--- config.mk ---
export PLATFORM = sky130hd
export DESIGN_NAME = clk_sel_ctrl
export DESIGN_NICKNAME = d
export VERILOG_FILES = /design/src/rtl/clk_sel_ctrl.sv
export SDC_FILE = /design/constraint.sdc
export NUM_CORES = 1
export LEC_CHECK = 0
export ABC_CLOCK_PERIOD_IN_PS = 4200
export BUFFER_PORTS_ARGS = -buffer_cell sky130_fd_sc_hd__buf_2
export CORE_MARGIN = 2
export CORE_UTILIZATION = 60
export CTS_CLUSTER_SIZE = 30
export DETAILED_ROUTE_END_ITERATION = 8
export PLACE_DENSITY = 0.78
export SLEW_MARGIN = 0
export SYNTH_ARGS = -nofsm -noshare
export SYNTH_HDL_FRONTEND = slang
export SYNTH_SLANG_ARGS = --single-unit
export TNS_END_PERCENT = 10
--- constraint.sdc ---
create_clock -name clk -period 4.2 [get_ports clk]
set_input_delay 1.26 -clock clk [delete_from_list [all_inputs] [get_ports clk]]
set_output_delay 1.26 -clock clk [all_outputs]
set_load 0.01 [all_outputs]
--- src/rtl/clk_sel_ctrl.sv ---
// Debounced, lock-qualified select generator for a BUFGMUX tree.
// Also provides a free-running heartbeat and a saturating switch-event counter.
module clk_sel_ctrl #(
    parameter int SEL_W           = 1,
    parameter int DEBOUNCE_CYCLES = 1000000,
    parameter int SETTLE_CYCLES   = 16,
    parameter int CNT_W           = 27,
    parameter int HEARTBEAT_BIT   = 25
) (
    input  logic             clk,
    input  logic             rst,
    input  logic [SEL_W-1:0] sel_req,
    input  logic             locked,
    output logic [SEL_W-1:0] sel,
    output logic             sel_valid,
    output logic             busy,
    output logic             heartbeat,
    output logic [7:0]       switch_count
);

    localparam int DW = (DEBOUNCE_CYCLES > 1) ? $clog2(DEBOUNCE_CYCLES) : 1;
    localparam int SW = (SETTLE_CYCLES > 1) ? $clog2(SETTLE_CYCLES) : 1;
    localparam logic [DW-1:0] DLOAD = DW'(DEBOUNCE_CYCLES - 1);
    localparam logic [SW-1:0] SLOAD = SW'(SETTLE_CYCLES - 1);

    localparam logic [1:0] WAIT_LOCK = 2'd0;
    localparam logic [1:0] IDLE      = 2'd1;
    localparam logic [1:0] DEBOUNCE  = 2'd2;
    localparam logic [1:0] SETTLE    = 2'd3;

    logic [SEL_W-1:0] req_meta_q, req_s_q;
    logic             lock_meta_q, lock_s_q;
    logic [CNT_W-1:0] cnt_q;

    logic [1:0]       state_q, state_d;
    logic [SEL_W-1:0] sel_q, sel_d;
    logic [SEL_W-1:0] cand_q, cand_d;
    logic [DW-1:0]    dcnt_q, dcnt_d;
    logic [SW-1:0]    scnt_q, scnt_d;
    logic             valid_q, valid_d;
    logic             busy_q, busy_d;
    logic [7:0]       swcnt_q, swcnt_d;

    // Two-flop synchronisers; nothing else looks at the raw switch/lock pins.
    always_ff @(posedge clk or posedge rst) begin
        if (rst) begin
            req_meta_q  <= '0;
            req_s_q     <= '0;
            lock_meta_q <= 1'b0;
            lock_s_q    <= 1'b0;
            cnt_q       <= '0;
        end else begin
            req_meta_q  <= sel_req;
            req_s_q     <= req_meta_q;
            lock_meta_q <= locked;
            lock_s_q    <= lock_meta_q;
            cnt_q       <= cnt_q + CNT_W'(1);
        end
    end

    always_comb begin
        state_d = state_q;
        sel_d   = sel_q;
        cand_d  = cand_q;
        dcnt_d  = dcnt_q;
        scnt_d  = scnt_q;
        valid_d = valid_q;
        swcnt_d = swcnt_q;
        // Lock loss dominates everything, including a same-cycle apply.
        if (!lock_s_q) begin
            state_d = WAIT_LOCK;
            valid_d = 1'b0;
        end else begin
            case (state_q)
                WAIT_LOCK: begin
                    state_d = IDLE;
                    valid_d = 1'b1;
                end
                IDLE: begin
                    valid_d = 1'b1;
                    if (req_s_q != sel_q) begin
                        cand_d  = req_s_q;
                        dcnt_d  = DLOAD;
                        state_d = DEBOUNCE;
                    end
                end
                DEBOUNCE: begin
                    if (req_s_q == sel_q) begin
                        state_d = IDLE;
                    end else if (req_s_q != cand_q) begin
                        cand_d = req_s_q;
                        dcnt_d = DLOAD;
                    end else if (dcnt_q == '0) begin
                        sel_d   = cand_q;
                        valid_d = 1'b0;
                        if (swcnt_q != 8'hFF) swcnt_d = swcnt_q + 8'd1;
                        scnt_d  = SLOAD;
                        state_d = SETTLE;
                    end else begin
                        dcnt_d = dcnt_q - DW'(1);
                    end
                end
                SETTLE: begin
                    valid_d = 1'b0;
                    if (scnt_q == '0) begin
                        state_d = IDLE;
                        valid_d = 1'b1;
                    end else begin
                        scnt_d = scnt_q - SW'(1);
                    end
                end
                default: begin
                    state_d = WAIT_LOCK;
                    valid_d = 1'b0;
                end
            endcase
        end
        busy_d = (state_d == DEBOUNCE) || (state_d == SETTLE);
    end

    always_ff @(posedge clk or posedge rst) begin
        if (rst) begin
            state_q <= WAIT_LOCK;
            sel_q   <= '0;
            cand_q  <= '0;
            dcnt_q  <= '0;
            scnt_q  <= '0;
            valid_q <= 1'b0;
            busy_q  <= 1'b0;
            swcnt_q <= '0;
        end else begin
            state_q <= state_d;
            sel_q   <= sel_d;
            cand_q  <= cand_d;
            dcnt_q  <= dcnt_d;
            scnt_q  <= scnt_d;
            valid_q <= valid_d;
            busy_q  <= busy_d;
            swcnt_q <= swcnt_d;
        end
    end

    assign sel          = sel_q;
    assign sel_valid    = valid_q;
    assign busy         = busy_q;
    assign heartbeat    = cnt_q[HEARTBEAT_BIT];
    assign switch_count = swcnt_q;

endmodule
# Yosys cells after proc, flatten, opt, wreduce, memory -nomap -nowiden
# Cells that the tools add are included.
# classes
addsub	4
n_eq_ne	19
muxes	27
n_bitwise	2
reduce_logical	13
# op_table
cell	count
$mux 20	4
$pmux 20 s2	1
$add 27x1->27 const B	1
$logic_not 20->1	1
$sub 20x1->20 const B	1
$mux 4	4
$reduce_and 5->1	3
$mux 2	6
$ne 2x2->1 const B	6
$ne 3x3->1 const B	4
$reduce_and 6->1	2
$add 8x1->8 const B	1
$eq 2x2->1 const B	4
$mux 1	8
$ne 8x8->1 const B	1
$pmux 2 s4	1
$pmux 4 s2	1
$logic_not 4->1	1
$reduce_bool 2->1	2
$sub 4x1->4 const B	1
$pmux 1 s3	1
$reduce_and 3->1	1
$eq 2x1->1 const B	1
$logic_not 2->1	1
6 further kinds	8
# totals
reg_bits	69
in_bits	4
out_inout_bits	12
word_cells	78

# Logic depth before layout (Yosys ltp)
# Gate-level depths: netlist (run 1).
# logic_depth
word_depth	8
mapped_depth	8
mapped_depth_nobuf	7

# Worst setup path before layout (run 1)
# OpenSTA, ideal clock, no wires.
# synth_path
path_kind	reg2reg
startpoint	reg dcnt_q[0]
endpoint	reg dcnt_q[3]
setup_time_ns	0.132
arrival_time_ns	2.259
required_time_ns	4.068
setup_slack_ns	1.810
path_stages_with_launch	9
synth_period_minus_slack_ns	2.390
cell_sequence	dfrtp_1 -> inv_1 -> ha_1 -> or4b_4 -> or4_4 -> o31ai_4 -> buf_6 -> nor3_2 -> or3b_1
# synth_between
elab_chain_cells	5
elab_cells_between_ends	8
cone_classes	1 x add/sub; 1 x eq/ne; 4 x mux; 2 x reduce/logical
# synth_lines
element	line	text
from (decl)	38	logic [DW-1:0] dcnt_q, dcnt_d;
from (signal assigned)	135	dcnt_q <= dcnt_d;
$sub 20x1->20	100	dcnt_d = dcnt_q - DW'(1);
$mux 20	93	end else if (dcnt_q == '0) begin
$mux 20	90	end else if (req_s_q != cand_q) begin
$mux 20	88	if (req_s_q == sel_q) begin
$pmux 20 s2	74	case (state_q)
# Parallel ways exist; a longest one is shown, timed or not. The select of a mux whose other input is x is not followed.
# A chain may end at the register's enable or synchronous reset.

# Worst setup path after layout (run 1)
# layout_path
startpoint	reg dcnt_q[0]
endpoint	reg dcnt_q[4]
# The elaborated chain is that of the path after synthesis.

==> qor.txt, run 1 <==
status -> finished clean
# fillers -> 416
placed insts -> 416
number of flops mapped to enable cells by yosys -> 0
register area -> 1700 um^2
total global routing overflow -> 0
Ports -> 16
1st-pass router iterations -> 4
most frequent cells in the layout -> 68 x dfrtp_1, 25 x nor2_1, 25 x nand2_1
Starting Density -> 62.1%
Iter 0 DRT Violations -> 181
Area Growth Syn to Fin -> 11.7%
Max Clk Rate -> 384 MHz
max-cap violations -> 0
Top FF cell, synth -> dfrtp_1
NumNets Final -> 364
final hold slack -> 0.353 ns
post-CTS sizing -> 0
Avg Cell Area, Syn -> 10.2 um^2
multi-input logic area -> 1620 um^2
postcts setup bufs -> 0
Die Span X -> 79.2 um
post-route ant nets -> 0
die height -> 79.2 um
initial antenna violation count -> 0
Cells after Synth -> 334
Diodes inserted -> 0
PortBufs -> 15
CTS tree -> yes
type of the worst setup path -> register to register
period utilization -> 62.0%
startpoint types -> register
syn_nets -> 343
vias after detailed routing -> 2611
largest net degree at the start of global routing -> 42
Seq/Total Area, Yosys -> 50.1%
Final min period -> 2.61 ns
final hold violations -> 0
Total Routed Length -> 6830 um
Final GP Congestion -> 0.982
Clk pin slew, worst setup/hold paths -> 0.08 ns
Critical Path AT -> 2.87 ns
Die ar. -> 6280 um^2
FF+latch count, synth -> 68
Final Slew Violations -> 0
CTS Hold Bufs -> 0
vias in the first global route -> 2525
total negative slack -> 0 ns
synthesized area -> 3400 um^2
min-delay worst type -> register to register
first-pass GRT wire length -> 11700 um
core area -> 5470 um^2
slew of the pin with the lowest slew margin -> 1.17 ns
layout cell share with drive strength beyond 1 -> 14.2%
clk_lat worst skew -> 0.35 ns
Max VDD drop -> 0.295 mV
RSZ-0062 raised after global routing -> no
H-tree depth -> 3
worst path required time -> 4.46 ns
Worst setup EP type -> register
CTS Sinks -> 68
final setup skew -> 0.00770 ns
wire per inst -> 15.8 um
Cell Rows -> 27
Total GRT Usage -> 24.3%
Synth cell types -> 49
most common cell after layout, fill and taps aside -> dfrtp_1
Worst slew margin -> 21.6%
# setup viols final -> 0
drt drc -> 0
power density cells -> 388 nW/um^2
YS warnings -> 0
Leak -> 1.61 nW
Max Root-Sink Buffers -> 2
hpwl dp -> 4850 um
vias per cell -> 6.04
number of buffers created by CTS -> 9
Async SR Flop Fraction -> 100%
post-route insts no fill -> 432
CP max FO -> 15
CTS Root Cell -> clkbuf_8
## path summary, 6_finish.rpt
path                                   from          end  slack [ns]  cells after the start
worst max register to register    dcnt_q[0]    dcnt_q[4]        1.59                      7
max in group asynchronous               rst     cnt_q[3]        2.37                      3
worst min register to register  lock_meta_q     lock_s_q        0.35                      0
min in group asynchronous               rst  lock_meta_q        1.08                      2
worst max-delay path              dcnt_q[0]    dcnt_q[4]        1.59                      7
worst min-delay path            lock_meta_q     lock_s_q        0.35                      0
## area by class of cell
type	count	share of cell area [%]
multi-input cells	248	42.7
flip-flops and latches	68	44.9
clock buffers	9	3.27
repair buffers	18	2.57
inverters	10	0.989
clock inverters	7	3.23
well taps	72	2.37
## where the power goes
| group | internal, mW | leakage [nW] | switching, mW |
|---|---|---|---|
| clock | 0.398 | 0.116 | 0.259 |
| sequential | 0.678 | 0.852 | 0.0302 |
| combinational | 0.0395 | 0.643 | 0.0657 |
## layer usage
metal  routed length [um]  track usage (%)  up-vias
met5                    0                0        -
li1                     -                -     1270
met1                 3110             31.7     1276
met4                  125             8.45        0
met3                  295             6.82       14
met2                 3300             39.2       51
## registers in the layout, indices dropped and copies added (netlist names)
register,cells
req_meta_q,1
cnt_q,26
cand_q,1
lock_s_q,1
state_q,2
req_s_q,1
lock_meta_q,1
busy,1
sel,1
sel_valid,1
switch_count,8
scnt_q,4
dcnt_q,20
## critical path, stage by stage, from the launching register on
cell     delay, ns
dfrtp_1       0.42
inv_1         0.09
ha_1          0.13
or4b_4        0.48
nor4_1        0.37
a31oi_1       0.51
and4_1        0.38
o21ai_0       0.15
## cell usage after synthesis, types with 7 or more instances
library cell,count,area share [%]
a21oi_1,13,1.9
nand2_1,25,2.8
xor2_1,8,2.1
dfrtp_1,68,50
nor2_1,25,2.8
xnor2_1,24,6.2
nor4_1,7,1.3
and4_1,9,2.3
a31oi_1,11,2.0
inv_1,10,1.1
o21ai_0,13,1.9
and3_1,8,1.5
nand4_1,11,2.0
nand3_1,24,3.5
clkbuf_1,7,0.77
## kinds of logic (layout without fill, tap and decap cells)
family	after synthesis	count (layout)	share of synthesized area (%)
xor+xnor	32	32	8.25
compound gates	58	58	11.4
flops	68	68	50.1
buf+inv	18	44	2.21
mux	7	7	2.28
simple gates	146	146	23.9
fa+ha+maj	5	5	1.84
## stage by stage
stage	setup slack (ns)	util, %	cell area (um^2)	power (mW)
after floorplan	1.23	-	3400	0.793
after global placement	1.68	64.8	3550	0.820
after detailed placement	1.61	64.8	3550	0.824
after CTS	1.60	69.3	3790	1.48
after global routing	1.43	69.3	3790	1.52
final	1.59	69.3	3790	1.47
Note: power is estimated with default switching activity, not from simulation.
==> inputs of run 2 (changes only) <==
--- a/config.mk
+++ b/config.mk
@@ -5,7 +5,7 @@
 export SDC_FILE = /design/constraint.sdc
 export NUM_CORES = 1
 export LEC_CHECK = 0
-export ABC_CLOCK_PERIOD_IN_PS = 4200
+export ABC_CLOCK_PERIOD_IN_PS = 2600
 export BUFFER_PORTS_ARGS = -buffer_cell sky130_fd_sc_hd__buf_2
 export CORE_MARGIN = 2
 export CORE_UTILIZATION = 60
==> constraint.sdc (replaced) <==
create_clock -name clk -period 2.6 [get_ports clk]
set_input_delay 0.78 -clock clk [delete_from_list [all_inputs] [get_ports clk]]
set_output_delay 0.78 -clock clk [all_outputs]
set_load 0.01 [all_outputs]
==> run 2 against run 1 <==
First-iteration DRC count rose by 30%. Clock skew rose by 0.0051 ns. Non-clock buffer count rose by 8. Critical path depth did not move. Die area did not move. Combinational power rose by 80%. Utilization rose by 0.71 points. Clock power rose by 46%. Clock-buffer cell count rose by 1. Sequential share of layout area fell by 0.45 points. Global-route usage rose by 0.55 points. Largest cell class unchanged.
==> qor.txt, run 2 (same netlist as run 1, synthesis figures left out) <==
status -> finished clean
Die ar. -> 6280 um^2
Critical Path AT -> 2.64 ns
vias in the first global route -> 2577
CTS Sinks -> 68
die height -> 79.2 um
Worst slew margin -> 54.8%
post-route insts no fill -> 440
Final Slew Violations -> 0
core area -> 5470 um^2
most common cell after layout, fill and taps aside -> dfrtp_1
Met1 Routed Length -> 3200 um
initial antenna violation count -> 0
clk_lat worst skew -> 0.34 ns
Starting Density -> 62.1%
CTS Root Cell -> clkbuf_8
Max VDD drop -> 0.321 mV
Total GRT Usage -> 24.9%
post-CTS sizing -> 0
min-delay worst type -> register to register
slew of the pin with the lowest slew margin -> 0.676 ns
Clk pin slew, worst setup/hold paths -> 0.08 ns
Hold Path Depth -> 0
period utilization -> 93.2%
worst path required time -> 2.82 ns
1st-pass router iterations -> 5
layout cell share with drive strength beyond 1 -> 16.0%
CTS Hold Bufs -> 0
RSZ-0062 raised after global routing -> no
NumNets Final -> 372
Leak -> 1.65 nW
final setup skew -> 0.0128 ns
largest register by flop count -> cnt_q
final hold violations -> 0
startpoint types -> register
hpwl dp -> 5190 um
Critical Path Slowest Stage Cell -> or4b_4
Cell Chain, Critical Path -> inv_1, ha_1, or4b_4, or4_4, o31ai_4, nor3_2, or3b_1
R2R cell count -> 7
power density cells -> 597 nW/um^2
max-cap violations -> 0
most frequent cells in the layout -> 68 x dfrtp_1, 25 x nor2_1, 25 x nand2_1
post-route ant nets -> 0
drt drc -> 0
Largest stage delay, worst path -> 0.48 ns
H-tree depth -> 3
type of the worst setup path -> register to register
DP Worst Slack -> 0.183 ns
CTS tree -> yes
Final min period -> 2.42 ns
largest net degree at the start of global routing -> 29
wire per inst -> 16.1 um
PortBufs -> 15
# fillers -> 427
max reg flops -> 26
Die Span X -> 79.2 um
Final GP Congestion -> 0.946
Util after Layout -> 70.0%
Max Clk Rate -> 413 MHz
final hold slack -> 0.351 ns
vias per cell -> 6.07
Ports -> 16
Diodes inserted -> 0
total negative slack -> 0 ns
Total Routed Length -> 7070 um
Area Growth Syn to Fin -> 12.8%
number of buffers created by CTS -> 9
postcts setup bufs -> 0
Detail Route met2 WL -> 3590 um
Top Metal Used -> met4
first-pass GRT wire length -> 11900 um
total global routing overflow -> 0
Cell Rows -> 27
Iter 0 DRT Violations -> 236
CP max FO -> 5
Final WS setup -> 0.177 ns
vias after detailed routing -> 2670
placed insts -> 424
routed length on met3 -> 205 um
Worst setup EP type -> register
Max Root-Sink Buffers -> 2
# setup viols final -> 0
run 2: cell count changes in the layout (fill, tap and decap cells not counted), sizes merged:
| cell | change |
|---|---|
| clkinv | +4 |
| buf | +8 |
| clkinvlp | -2 |
| clkbuf | +1 |
| bufinv | -1 |
| inv | -2 |
run 2: metrics by stage:
step / total power [mW] / area [um^2]
global placement: 1.33 / 3610
global route: 2.39 / 3830
detailed placement: 1.35 / 3610
CTS: 2.30 / 3830
finish: 2.29 / 3830
floorplan: 1.28 / 3400
run 2: worst max-delay path: cells and delay by family, from the launching register on:
kind | cells | cell delay (ns)
adders and majority gates | 1 | 0.13
buffers and inverters | 1 | 0.09
DFF | 1 | 0.41
AOI/OAI and AO/OA | 1 | 0.32
and+or+nand+nor | 4 | 1.35
run 2: final cells by class:
type | instances | area [um^2] | share of cell area (%)
Clock buffer | 10 | 138 | 3.59
Clock inverter | 6 | 87.6 | 2.29
Inverter | 10 | 37.5 | 0.979
Multi-Input combinational cell | 248 | 1620 | 42.3
Sequential cell | 68 | 1700 | 44.4
Tap cell | 72 | 90.1 | 2.35
Timing Repair Buffer | 26 | 158 | 4.11
run 2: path summary, 6_finish.rpt:
| check | slack [ns] | from | to |
|---|---|---|---|
| min reg2reg | 0.35 | lock_meta_q | lock_s_q |
| min in group asynchronous | 0.47 | rst | cnt_q[9] |
| min | 0.35 | lock_meta_q | lock_s_q |
| max in group asynchronous | 1.46 | rst | switch_count[7] |
| max reg2reg | 0.18 | dcnt_q[0] | dcnt_q[3] |
| max | 0.18 | dcnt_q[0] | dcnt_q[3] |
run 2: power breakdown:
part | switching, mW | internal (mW) | leakage [nW]
Clock | 0.393 | 0.566 | 0.116
Sequential | 0.0434 | 1.10 | 0.852
Combinational | 0.117 | 0.0717 | 0.683
run 2: metal layers:
metal,global-route usage (%),vias to the layer above
met5,0,-
met4,8.62,0
met3,6.59,10
met2,41.4,49
met1,31.5,1328
li1,-,1283
==> inputs of run 3 (changes only) <==
--- a/config.mk
+++ b/config.mk
@@ -7,11 +7,13 @@
 export LEC_CHECK = 0
 export ABC_CLOCK_PERIOD_IN_PS = 2600
 export BUFFER_PORTS_ARGS = -buffer_cell sky130_fd_sc_hd__buf_2
+export CELL_PAD_IN_SITES_DETAIL_PLACEMENT = 0
+export CELL_PAD_IN_SITES_GLOBAL_PLACEMENT = 1
 export CORE_MARGIN = 2
-export CORE_UTILIZATION = 60
-export CTS_CLUSTER_SIZE = 30
+export CORE_UTILIZATION = 48
 export DETAILED_ROUTE_END_ITERATION = 8
-export PLACE_DENSITY = 0.78
+export PLACE_DENSITY_LB_ADDON = 0.1
+export REMOVE_ABC_BUFFERS = 1
 export SLEW_MARGIN = 0
 export SYNTH_ARGS = -nofsm -noshare
 export SYNTH_HDL_FRONTEND = slang
==> run 3 against run 2 <==
Clock power fell by 6.6%. Sequential share of layout area fell by 0.23 points. Sequential power barely moved. Clock-buffer cell count rose by 2. Largest power group unchanged. Critical endpoint unchanged. Non-clock buffer count did not move. Critical path type unchanged. Power fell by 3.2%. Critical path depth did not move. Flip-flop and latch count did not move. Via count fell by 1.9%. Worst hold slack got worse by 0.052 ns.
==> qor.txt, run 3 (same netlist as run 1, synthesis figures left out) <==
largest net degree at the start of global routing -> 66
register area -> 1700 um^2
largest register by flop count -> cnt_q
final hold violations -> 0
drt drc -> 0
CTS tree -> yes
Leak -> 1.64 nW
period utilization -> 93.0%
Largest stage delay, worst path -> 0.48 ns
1st-pass router iterations -> 6
met3 track demand over resource -> 6.60%
post-route ant nets -> 0
Cell Chain, Critical Path -> inv_1, ha_1, or4b_4, or4_4, o31ai_4, nor3_2, or3b_1
vias per cell -> 5.65
RSZ-0062 raised after global routing -> no
Worst slew margin -> 64.6%
core area -> 6830 um^2
post-route insts no fill -> 464
Util after Layout -> 56.4%
Ports -> 16
routing usage on met1 -> 28.0%
Clk pin slew, worst setup/hold paths -> 0.07 ns
M2 GR Usage -> 31.3%
max reg flops -> 26
vias after detailed routing -> 2620
placed insts -> 448
PnR Total Power -> 2.22 mW
R2R cell count -> 7
vias in the first global route -> 2544
Critical Path Slowest Stage Cell -> or4b_4
multi-input logic area -> 1620 um^2
clk_lat worst skew -> 0.35 ns
Worst setup EP type -> register
DP Worst Slack -> 0.183 ns
Max VDD drop -> 0.256 mV
post-CTS sizing -> 0
status -> finished clean
# setup viols final -> 0
PortBufs -> 15
postcts setup bufs -> 0
initial antenna violation count -> 0
H-tree depth -> 3
power density cells -> 575 nW/um^2
GR peak layer -> met2
Cell Rows -> 30
Worst path depth -> 7
buffers plus inverters on the worst setup path -> 1
max-cap violations -> 0
most frequent cells in the layout -> 68 x dfrtp_1, 25 x nor2_1, 25 x nand2_1
CTS Sinks -> 68
total global routing overflow -> 0
first-pass GRT wire length -> 12100 um
min-delay worst type -> input pin to asynchronous set/reset pin
total negative slack -> 0 ns
Critical Path AT -> 2.64 ns
Diodes inserted -> 0
CTS Root Cell -> clkbuf_8
CP max FO -> 5
Final Slew Violations -> 0
hpwl dp -> 4790 um
final setup skew -> 0.00836 ns
Starting Density -> 49.7%
most common cell after layout, fill and taps aside -> dfrtp_1
CTS Hold Bufs -> 0
Final WS setup -> 0.183 ns
Final min period -> 2.42 ns
Total GRT Usage -> 20.5%
Area Growth Syn to Fin -> 13.4%
NumNets Final -> 372
CP delay by family, top -> simple AND/OR/NAND/NOR gates
Total Routed Length -> 6940 um
Iter 0 DRT Violations -> 131
Max Clk Rate -> 414 MHz
# fillers -> 632
layout cell share with drive strength beyond 1 -> 15.8%
wire per inst -> 14.9 um
Final GP Congestion -> 0.874
Die ar. -> 7770 um^2
die height -> 88.1 um
Max Root-Sink Buffers -> 2
Die Span X -> 88.1 um
slew of the pin with the lowest slew margin -> 0.528 ns
type of the worst setup path -> register to register
startpoint types -> register
worst path required time -> 2.83 ns
number of buffers created by CTS -> 9
run 3: final cells by class:
cell class,instances,area share (%)
clock inverter,4,1.23
clock buffer,12,4.03
multi-input combinational,248,42.1
sequential,68,44.2
tap,96,3.12
timing repair buffer,26,4.42
inverter,10,0.974
run 3: power breakdown:
| part | total, mW | internal [mW] | leakage (nW) | switching [mW] |
|---|---|---|---|---|
| sequential | 1.14 | 1.10 | 0.852 | 0.0428 |
| clock | 0.896 | 0.492 | 0.102 | 0.403 |
| combinational | 0.181 | 0.0709 | 0.689 | 0.110 |
run 3: per-stage QoR:
step	hold WS [ns]	cell area, um^2
final	0.299	3850
after global routing	0.274	3850
after CTS	0.288	3850
after detailed placement	0.338	3650
after global placement	0.335	3650
after floorplan	0.331	3360
run 3: metal layers:
layer	vias to the layer above	part of all wire, %	wire [um]
li1	1285	-	-
met3	12	5.2	359
met5	-	0	0
met1	1272	49	3380
met4	0	1.5	102
met2	51	45	3090
run 3: path summary, 6_finish.rpt:
kind | endpoint | startpoint | slack (ns)
worst max-delay path | dcnt_q[3] | dcnt_q[0] | 0.18
worst min-delay path | cnt_q[16] | rst | 0.30
worst max register to register | dcnt_q[3] | dcnt_q[0] | 0.18
worst min register to register | req_s_q | req_meta_q | 0.35
max in group asynchronous | scnt_q[0] | rst | 1.77
min in group clk | req_s_q | req_meta_q | 0.35
run 3: worst reg2reg max path, cell delays in order (launching register included):
cell and delay (ns):
dfrtp_1 0.41, inv_1 0.09, ha_1 0.14, or4b_4 0.48, or4_4 0.46, o31ai_4 0.31, nor3_2 0.07, or3b_1 0.34
